===== config.mk =====
export PLATFORM = sky130hd
export DESIGN_NAME = spi_master_ctrl
export DESIGN_NICKNAME = d
export VERILOG_FILES = /design/src/rtl/spi_pkg.sv /design/src/rtl/spi_clk_gen.sv /design/src/rtl/spi_master_ctrl.sv
export SDC_FILE = /design/constraint.sdc
export NUM_CORES = 1
export LEC_CHECK = 0
export ABC_AREA = 1
export CORE_MARGIN = 4
export CORE_UTILIZATION = 48
export CTS_CLUSTER_SIZE = 16
export DETAILED_ROUTE_END_ITERATION = 7
export GPL_ROUTABILITY_DRIVEN = 0
export HOLD_SLACK_MARGIN = 0.08
export PLACE_DENSITY = 0.74
export SYNTH_ARGS = -nofsm -noshare
export SYNTH_HDL_FRONTEND = slang
export SYNTH_HIERARCHICAL = 1
export SYNTH_SLANG_ARGS = --single-unit

===== constraint.sdc =====
create_clock -name clk -period 1.85 [get_ports clk]
set_clock_uncertainty 0.2 [all_clocks]
set_input_delay 0.37 -clock clk [delete_from_list [all_inputs] [get_ports clk]]
set_output_delay 0.37 -clock clk [all_outputs]
set_load 0.02 [all_outputs]

===== src/rtl/spi_pkg.sv =====
`default_nettype none
// ============================================================================
// Module   : spi_pkg
// Purpose  : Shared SPI master definitions: FSM state encoding, SPI mode
//            constants ({CPOL,CPHA}) and a counter-width helper.
// Revision : 1.0 - initial release
// ============================================================================
package spi_pkg;

    // Transfer sequencing states of the master controller
    typedef enum logic [2:0] {
        IDLE  = 3'd0,
        LEAD  = 3'd1,
        XFER  = 3'd2,
        TRAIL = 3'd3,
        DONE  = 3'd4
    } spi_state_e;

    // SPI modes encoded as {CPOL, CPHA}
    localparam logic [1:0] MODE0 = 2'b00;
    localparam logic [1:0] MODE1 = 2'b01;
    localparam logic [1:0] MODE2 = 2'b10;
    localparam logic [1:0] MODE3 = 2'b11;

    // Width of a counter that must hold 0..n-1 (at least one bit)
    function automatic int unsigned cnt_width(input int unsigned n);
        return (n > 1) ? $clog2(n) : 1;
    endfunction

endpackage
`default_nettype wire


===== src/rtl/spi_clk_gen.sv =====
`default_nettype none
// ============================================================================
// Module   : spi_clk_gen
// Purpose  : Half-period timer for the SPI master. Emits a tick at the last
//            clk cycle of every CLK_DIV-cycle half period and classifies the
//            ticks that move SCLK as leading or trailing edges.
// Revision : 1.0 - initial release
// ============================================================================
module spi_clk_gen
    import spi_pkg::*;
#(
    parameter int unsigned CLK_DIV = 4
) (
    input  logic clk,
    input  logic rst_n,
    input  logic en_i,       // a transfer phase is being timed
    input  logic edge_en_i,  // the current tick moves SCLK
    output logic tick_o,
    output logic lead_o,
    output logic trail_o
);

    localparam int unsigned      CNT_W   = cnt_width(CLK_DIV);
    localparam logic [CNT_W-1:0] CNT_MAX = CNT_W'(CLK_DIV - 1);

    logic [CNT_W-1:0] cnt_q, cnt_d;
    logic             phase_q, phase_d;  // 0: next SCLK edge is a leading edge

    // Tick and edge strobes, plus next-state of the half-period counter
    always_comb begin
        tick_o  = en_i && (cnt_q == CNT_MAX);
        lead_o  = tick_o && edge_en_i && !phase_q;
        trail_o = tick_o && edge_en_i && phase_q;
        cnt_d   = cnt_q;
        phase_d = phase_q;
        if (!en_i) begin
            cnt_d   = '0;
            phase_d = 1'b0;
        end else if (tick_o) begin
            cnt_d = '0;
            if (edge_en_i) begin
                phase_d = !phase_q;
            end
        end else begin
            cnt_d = cnt_q + CNT_W'(1);
        end
    end

    // Counter and edge-phase registers
    always_ff @(posedge clk or negedge rst_n) begin
        if (!rst_n) begin
            cnt_q   <= '0;
            phase_q <= 1'b0;
        end else begin
            cnt_q   <= cnt_d;
            phase_q <= phase_d;
        end
    end

endmodule
`default_nettype wire


===== src/rtl/spi_master_ctrl.sv =====
`default_nettype none
// ============================================================================
// Module   : spi_master_ctrl
// Purpose  : Single-word SPI master with valid/ready CPU side, configurable
//            word size, SCLK divider, mode (CPOL/CPHA) and bit order.
// Revision : 1.0 - initial release
// ============================================================================
module spi_master_ctrl
    import spi_pkg::*;
#(
    parameter int unsigned DATA_W    = 8,
    parameter int unsigned CLK_DIV   = 4,
    parameter bit          CPOL      = 1'b0,
    parameter bit          CPHA      = 1'b0,
    parameter bit          MSB_FIRST = 1'b1
) (
    input  logic              clk,
    input  logic              rst_n,
    input  logic [DATA_W-1:0] tx_data,
    input  logic              tx_valid,
    output logic              tx_ready,
    output logic [DATA_W-1:0] rx_data,
    output logic              rx_valid,
    output logic              busy,
    output logic              sclk,
    output logic              mosi,
    input  logic              miso,
    output logic              cs_n
);

    // SCLK edges per word; the counter must reach EDGES without wrapping
    localparam int unsigned       EDGES     = 2 * DATA_W;
    localparam int unsigned       EDGE_W    = cnt_width(EDGES + 1);
    localparam logic [EDGE_W-1:0] EDGE_LAST = EDGE_W'(EDGES);

    spi_state_e        state_q, state_d;
    logic [DATA_W-1:0] tx_sr_q, tx_sr_d;
    logic [DATA_W-1:0] rx_sr_q, rx_sr_d;
    logic [DATA_W-1:0] rx_data_q, rx_data_d;
    logic [EDGE_W-1:0] edge_cnt_q, edge_cnt_d;
    logic              sclk_q, sclk_d;

    logic clk_en, edge_en, tick, lead_edge, trail_edge;
    logic sample_edge, shift_edge;

    // SCLK toggles at the start of each XFER half period: the LEAD tick is
    // edge 1 and every XFER tick except the final one is the next edge.
    always_comb begin
        clk_en  = (state_q == LEAD) || (state_q == XFER) || (state_q == TRAIL);
        edge_en = (state_q == LEAD) || ((state_q == XFER) && (edge_cnt_q != EDGE_LAST));
        // CPHA=1 presents bit 0 from LEAD already, so its first leading edge
        // must not shift it away.
        sample_edge = CPHA ? trail_edge : lead_edge;
        shift_edge  = CPHA ? (lead_edge && (edge_cnt_q != '0)) : trail_edge;
    end

    spi_clk_gen #(
        .CLK_DIV (CLK_DIV)
    ) u_clk_gen (
        .clk       (clk),
        .rst_n     (rst_n),
        .en_i      (clk_en),
        .edge_en_i (edge_en),
        .tick_o    (tick),
        .lead_o    (lead_edge),
        .trail_o   (trail_edge)
    );

    // Next-state logic: FSM sequencing, SCLK, shift registers and counters
    always_comb begin
        state_d    = state_q;
        tx_sr_d    = tx_sr_q;
        rx_sr_d    = rx_sr_q;
        rx_data_d  = rx_data_q;
        edge_cnt_d = edge_cnt_q;
        sclk_d     = sclk_q;
        case (state_q)
            IDLE: begin
                sclk_d     = CPOL;
                edge_cnt_d = '0;
                if (tx_valid) begin
                    tx_sr_d = tx_data;
                    rx_sr_d = '0;
                    state_d = LEAD;
                end
            end
            LEAD: begin
                if (tick) state_d = XFER;
            end
            XFER: begin
                if (tick && (edge_cnt_q == EDGE_LAST)) state_d = TRAIL;
            end
            TRAIL: begin
                if (tick) begin
                    rx_data_d = rx_sr_q;  // visible together with rx_valid
                    state_d   = DONE;
                end
            end
            DONE: begin
                state_d = IDLE;
            end
            default: begin
                state_d = IDLE;
            end
        endcase
        if (lead_edge || trail_edge) begin
            sclk_d     = !sclk_q;
            edge_cnt_d = edge_cnt_q + EDGE_W'(1);
        end
        if (shift_edge) begin
            tx_sr_d = MSB_FIRST ? {tx_sr_q[DATA_W-2:0], 1'b0} : {1'b0, tx_sr_q[DATA_W-1:1]};
        end
        if (sample_edge) begin
            rx_sr_d = MSB_FIRST ? {rx_sr_q[DATA_W-2:0], miso} : {miso, rx_sr_q[DATA_W-1:1]};
        end
    end

    // State registers; reset aborts any transfer and drops the partial word
    always_ff @(posedge clk or negedge rst_n) begin
        if (!rst_n) begin
            state_q    <= IDLE;
            tx_sr_q    <= '0;
            rx_sr_q    <= '0;
            rx_data_q  <= '0;
            edge_cnt_q <= '0;
            sclk_q     <= CPOL;
        end else begin
            state_q    <= state_d;
            tx_sr_q    <= tx_sr_d;
            rx_sr_q    <= rx_sr_d;
            rx_data_q  <= rx_data_d;
            edge_cnt_q <= edge_cnt_d;
            sclk_q     <= sclk_d;
        end
    end

    // Outputs decoded from state so reset forces them immediately
    always_comb begin
        tx_ready = (state_q == IDLE);
        busy     = (state_q != IDLE);
        rx_valid = (state_q == DONE);
        cs_n     = (state_q == IDLE) || (state_q == DONE);
        mosi     = !cs_n && (MSB_FIRST ? tx_sr_q[DATA_W-1] : tx_sr_q[0]);
        sclk     = sclk_q;
        rx_data  = rx_data_q;
    end

endmodule
`default_nettype wire


==> results_dict.tcl <==
set metrics [dict create \
    status "finished, violations left" \
    violations "setup timing" \
    wirelength_um 4240 \
    syn-num-nets 224 \
    finalSetupViolCount 11 \
    r2r_setup_slack_ps -90 \
    min_path_type "in2async" \
    finalCriticalPeriod_ps 1940 \
    rsz0062_at_grt "true" \
    yosys.area_share.simple_pct 28.4 \
    start_util_pct 51.2 \
    ioPinCount 26 \
    post-route-drc-count 0 \
    tightest_slew_ps 428 \
    rr_endpoint "edge_cnt_q[3]" \
    seqPwrFrac_pct 32.1 \
    syn_area_per_cell_um2 8.44 \
    slew_viol_final 0 \
    cts.sink_count 36 \
    synth_xor_area_share_pct 0.994 \
    syn_area_um2 1760 \
    swShare_pct 41.0 \
    row_count 21 \
    firstDrtPassIters 5 \
    clkLatencyLatePin_ps 290 \
    area_delta_synth_final_pct 48.6 \
    setup_slack_ps -86.8 \
    antenna_found_initial 0 \
    synthMuxAreaShare_pct 0 \
    synth_compound_area_share_pct 9.72 \
    post-route-util_pct 76.1 \
    via_per_inst 4.89 \
    synth-adder-area-share_pct 2.13 \
    htreeDepth 2 \
    instances_no_fill 320 \
    drt_iter0_drc 78 \
    port_buffers 25 \
    syn_inst 209 \
    tritoncts.num_buffers 5 \
    cellPowerDensity_nw_per_um2 1500 \
    slew_headroom_pct 71.4 \
    p_total_uw 3930 \
    path_class "reg2reg" \
    grt_pass1_wl_um 6590 \
    hold_viol 0 \
    power.share.combinational_pct 54.7 \
    worst-path-max-fanout 7 \
    synth_warnings 6 \
    die_w_um 68.6 \
    wl_per_cell_um 13.2 \
    p_leak_uw 0.00140 \
    clk_path_buf_depth 2 \
    reg2reg_from "edge_cnt_q[1]" \
    synth_seq_cells 36 \
    start_kind "flip-flop" \
    cts-root-buf "clkbuf_8" \
    dp_hpwl_um 2580 \
    vias 1564 \
    synth_top_family_by_area "simple AND/OR/NAND/NOR gates" \
    n_antenna_cell 0 \
    placed_cells 300 \
    ys_seq_area_share_pct 51.1 \
    hold_buffers 0 \
    power.internal_uw 2320 \
    vdd_ir_drop_max_uv 747 \
    reg2reg_depth 16 \
    die_area_um2 4710 \
    p_sw_uw 1610 \
    cp-end-kind "flip-flop" \
    grt_max_degree 37 \
    die_y_um 68.6 \
    synth.distinct_cells 24 \
    critPathRequiredTime_ps 1830 \
    clkTransAtPathRegs_ps 70 \
    max_clock_freq_mhz 516 \
    worstPathArrival_ps 1920 \
    grtUsageTotal_pct 19.6 \
    maxCapViolCount 0 \
    core-area_um2 3440 \
    grt.overflow.total 0 \
    p_clk_share_pct 13.2 \
    drtAntennaViolNets 0 \
    cts_tree "done" \
    fill_cells 246 \
    grt_pass1_vias 1494 \
    drive_gt1_share_pct 42.0 \
    layout.nets 289 \
    fin_crit_sh_pct 105 \
]
flip-flops by register name, summed over array words and instances (netlist names):
register,cells
sclk,1
state_q,3
rx_sr_q,8
tx_sr_q,8
edge_cnt_q,5
rx_data,8
u_clk_gen/cnt_q,2
u_clk_gen/phase_q,1
power groups by stage:
stage / registers, µW / clock network, µW / logic [µW]
2_1_floorplan: 1330 / 0 / 927
3_3_place_gp: 1250 / 0 / 1640
3_5_place_dp: 1260 / 0 / 1690
4_1_cts: 1260 / 532 / 1810
5_1_grt: 1300 / 574 / 2350
6_report: 1260 / 519 / 2150
layout make-up:
| class | count | area [µm²] | share of cell area [%] |
|---|---|---|---|
| inverters | 28 | 130 | 4.97 |
| flip-flops and latches | 36 | 901 | 34.4 |
| clock buffers | 6 | 72.6 | 2.77 |
| well taps | 46 | 57.6 | 2.20 |
| repair buffers | 61 | 552 | 21.1 |
| multi-input cells | 142 | 902 | 34.4 |
| clock inverters | 1 | 5.00 | 0.191 |
cell usage in the layout, fill, tap and decap left out, drive strengths merged:
master and instances:
clkbuf 6, a21oi 2, xnor2 1, clkdlybuf4s50 12, nand2 85, nor3 1
nand4 2, nand3 9, nor3b 1, inv 27, dlymetal6s2s 6, xor2 1
ha 3, clkinv 2, dfrtp 36, o21ai 24, dlygate4sd2 2, buf 41
nor2 13
synthesized netlist by cell type (all sizes together):
library cell,count,share of area (%)
nand3,9,2.6
ha,3,2.1
a21oi,2,1.2
nand4,2,0.71
xor2,1,0.50
buf,3,1.6
inv,28,6.1
xnor2,1,0.50
nor2,13,3.3
nand2,85,21
nor3,1,0.57
dfrtp,36,51
o21ai,24,8.5
nor3b,1,0.71
kinds of logic after synthesis:
family	Yosys count
AND/OR/NAND/NOR	111
flip-flops	36
buffers and inverters	31
AO/OA/AOI/OAI	26
adder cells (fa/ha/maj)	3
XOR/XNOR	2
per-layer routing:
| layer | global-route usage, % | vias up | part of all wire, % |
|---|---|---|---|
| met5 | 0 | - | 0 |
| met4 | 10.2 | 0 | 2.9 |
| met3 | 6.00 | 9 | 3.3 |
| met2 | 31.0 | 30 | 53 |
| met1 | 24.0 | 750 | 40 |
| li1 | - | 775 | - |
worst max-delay path, stage by stage (launching register included):
cell and delay (ps):
dfrtp_1 380, inv_2 60, ha_4 160, nand2_2 50
inv_2 40, nand2_2 70, nand2_4 60, nand2_4 80
inv_2 50, nor2_4 80, nand2_2 70, inv_2 80
inv_4 50, nand2_8 90, clkinv_8 70, o21ai_2 140
o21ai_1 80
metrics by stage:
step           setup WS [ps]  hold WS (ps)  area, µm²  setup TNS, ps
4_1_cts                -5.69           251       2410          -5.69
5_1_grt                 -174           252       2620          -2190
6_report               -86.8           247       2620           -307
2_1_floorplan          -1.19          -126       1790          -1.19
3_3_place_gp           -45.8           241       2260           -174
3_5_place_dp           -82.1           242       2260           -563
timing repair:
item / 4_1_cts / 5_1_grt
resized for setup: 38 / 44
setup buffers: 5 / 9
pin swaps: 11 / 17
endpoints found under the setup margin: 20 / 40
worst max path at each step:
stage | start | endpoint | slack [ps] | depth (start not counted)
floorplan | edge_cnt_q[1] | edge_cnt_q[3] | -1 | 15
global placement | state_q[2] | tx_ready | -50 | 4
detailed placement | edge_cnt_q[1] | sclk | -80 | 15
CTS | edge_cnt_q[0] | tx_sr_q[2] | -6 | 15
global route | edge_cnt_q[0] | edge_cnt_q[3] | -170 | 14
finish | edge_cnt_q[1] | edge_cnt_q[3] | -90 | 16
Note: power is estimated with default switching activity, not from simulation.
==> edit, RTL diff (config.mk and constraints unchanged) <==
`CLK_DIV` is set to 4 in 2 places; all go to 3.
--- a/src/rtl/spi_clk_gen.sv
+++ b/src/rtl/spi_clk_gen.sv
@@ -10,5 +10,5 @@
     import spi_pkg::*;
 #(
-    parameter int unsigned CLK_DIV = 4
+    parameter int unsigned CLK_DIV = 3
 ) (
     input  logic clk,
--- a/src/rtl/spi_master_ctrl.sv
+++ b/src/rtl/spi_master_ctrl.sv
@@ -10,5 +10,5 @@
 #(
     parameter int unsigned DATA_W    = 8,
-    parameter int unsigned CLK_DIV   = 4,
+    parameter int unsigned CLK_DIV   = 3,
     parameter bit          CPOL      = 1'b0,
     parameter bit          CPHA      = 1'b0,
Function: changed (a bounded check fails within 10 cycles, from zero or initial values and one cycle with rst_n low).
==> edit against the original RTL <==
The flow still finishes with violations (negative setup slack); clock power up 32%; worst hold slack better by 0.0034 ns; power up 0.38%; sequential cell count did not move; routed wire length increased by 5.1%; synthesized cell count grew 1.4%; worst setup slack got worse by 0.039 ns; area after synthesis fell by 0.43%; design area up 1.5%; critical path type unchanged; largest cell class is now sequential cells; highest routed layer unchanged.
==> edit: results (changes against the original RTL) <==
worst IR drop on VDD 747 uV (about the same); Synth Instances 212 (+1.4%); DP Cell Count 307 (+2.3%); Logic pwr share 0.509 (-0.038); 1st-pass router iterations 4 (-1); GRT met3 Usage 0.0558 (-0.00414); initial DRC count 80 (+2.6%); ratio of cells with drive above 1 in the final layout 0.389 (-0.0310); Synth Area in Adders 0.0143 (-0.00704); Critical R2R Launch edge_cnt_q[0]; post-DR wirelength/cell 13.5 um (+2.2%); hpwl dp 2.68 mm (+3.9%); Post-Synth XOR/XNOR Area 0.00998 (+0.0000425); leakage 1.43 nW (+2.1%); routed wl met3 193 um (+39%); complex-gate fraction of the synthesized area 0.0976 (+0.000416); crit path launch edge_cnt_q[0]; power in the clock group 0.000683 W (+32%); final worst setup slack -0.126 ns (-0.0392 ns); met1 Usage GRT 0.253 (+0.0125); Layout fillers 248 (+0.81%); most area-consuming cells after synthesis dfrtp_1, nand2_1, inv_1; Comb power 0.00201 W (-7%); routing usage on met2 0.364 (+0.0536); Sw Ratio 0.394 (-0.0163); total track usage 0.210 (+0.0143); failing checks negative setup slack; Met1 Wirelength 1.77 mm (+3.1%); reg2reg setup slack -0.13 ns (-0.04 ns); status complete, but fails checks; metal2 WL 2.40 mm (+6.2%); Slew HR 0.827 (+0.113); Total Wirelength 4.45 mm (+5.1%); Setup Viol. Count Final 22 (+11); syn nets 226 (+0.89%); cell area after placement 2310 um^2 (+2.0%); post-synthesis sequential area ratio 0.513 (+0.00219); # nets final 296 (+2.4%); setup_tns -1.28 ns (-0.970 ns)
-- edit: through the flow --
step           hold WS (ns)  worst slack [ns]
2_1_floorplan        -0.126           -0.0293
3_3_place_gp          0.255            -0.228
3_5_place_dp          0.260            -0.327
4_1_cts               0.249           -0.0132
5_1_grt               0.260            -0.234
6_report              0.251            -0.126
-- edit: area by class of cell --
type | count | area [um^2] | share of cell area
tap | 46 | 57.6 | 0.0216
sequential | 36 | 902 | 0.339
multi-input combinational | 142 | 846 | 0.318
clock buffer | 6 | 72.6 | 0.0273
clock inverter | 2 | 35.0 | 0.0132
inverter | 31 | 131 | 0.0494
timing repair buffer | 66 | 616 | 0.231
-- edit: repair_timing --
action,in CTS,in global routing
gates cloned,0,0
setup endpoints to repair,29,31
pin swaps,9,19
setup buffers,11,4
gates resized for setup,36,38
-- edit: cell families after synthesis --
| logic type | count (synthesis) |
|---|---|
| buf+inv | 34 |
| compound gates | 26 |
| flops | 36 |
| fa+ha+maj | 2 |
| simple gates | 112 |
| xor+xnor | 2 |
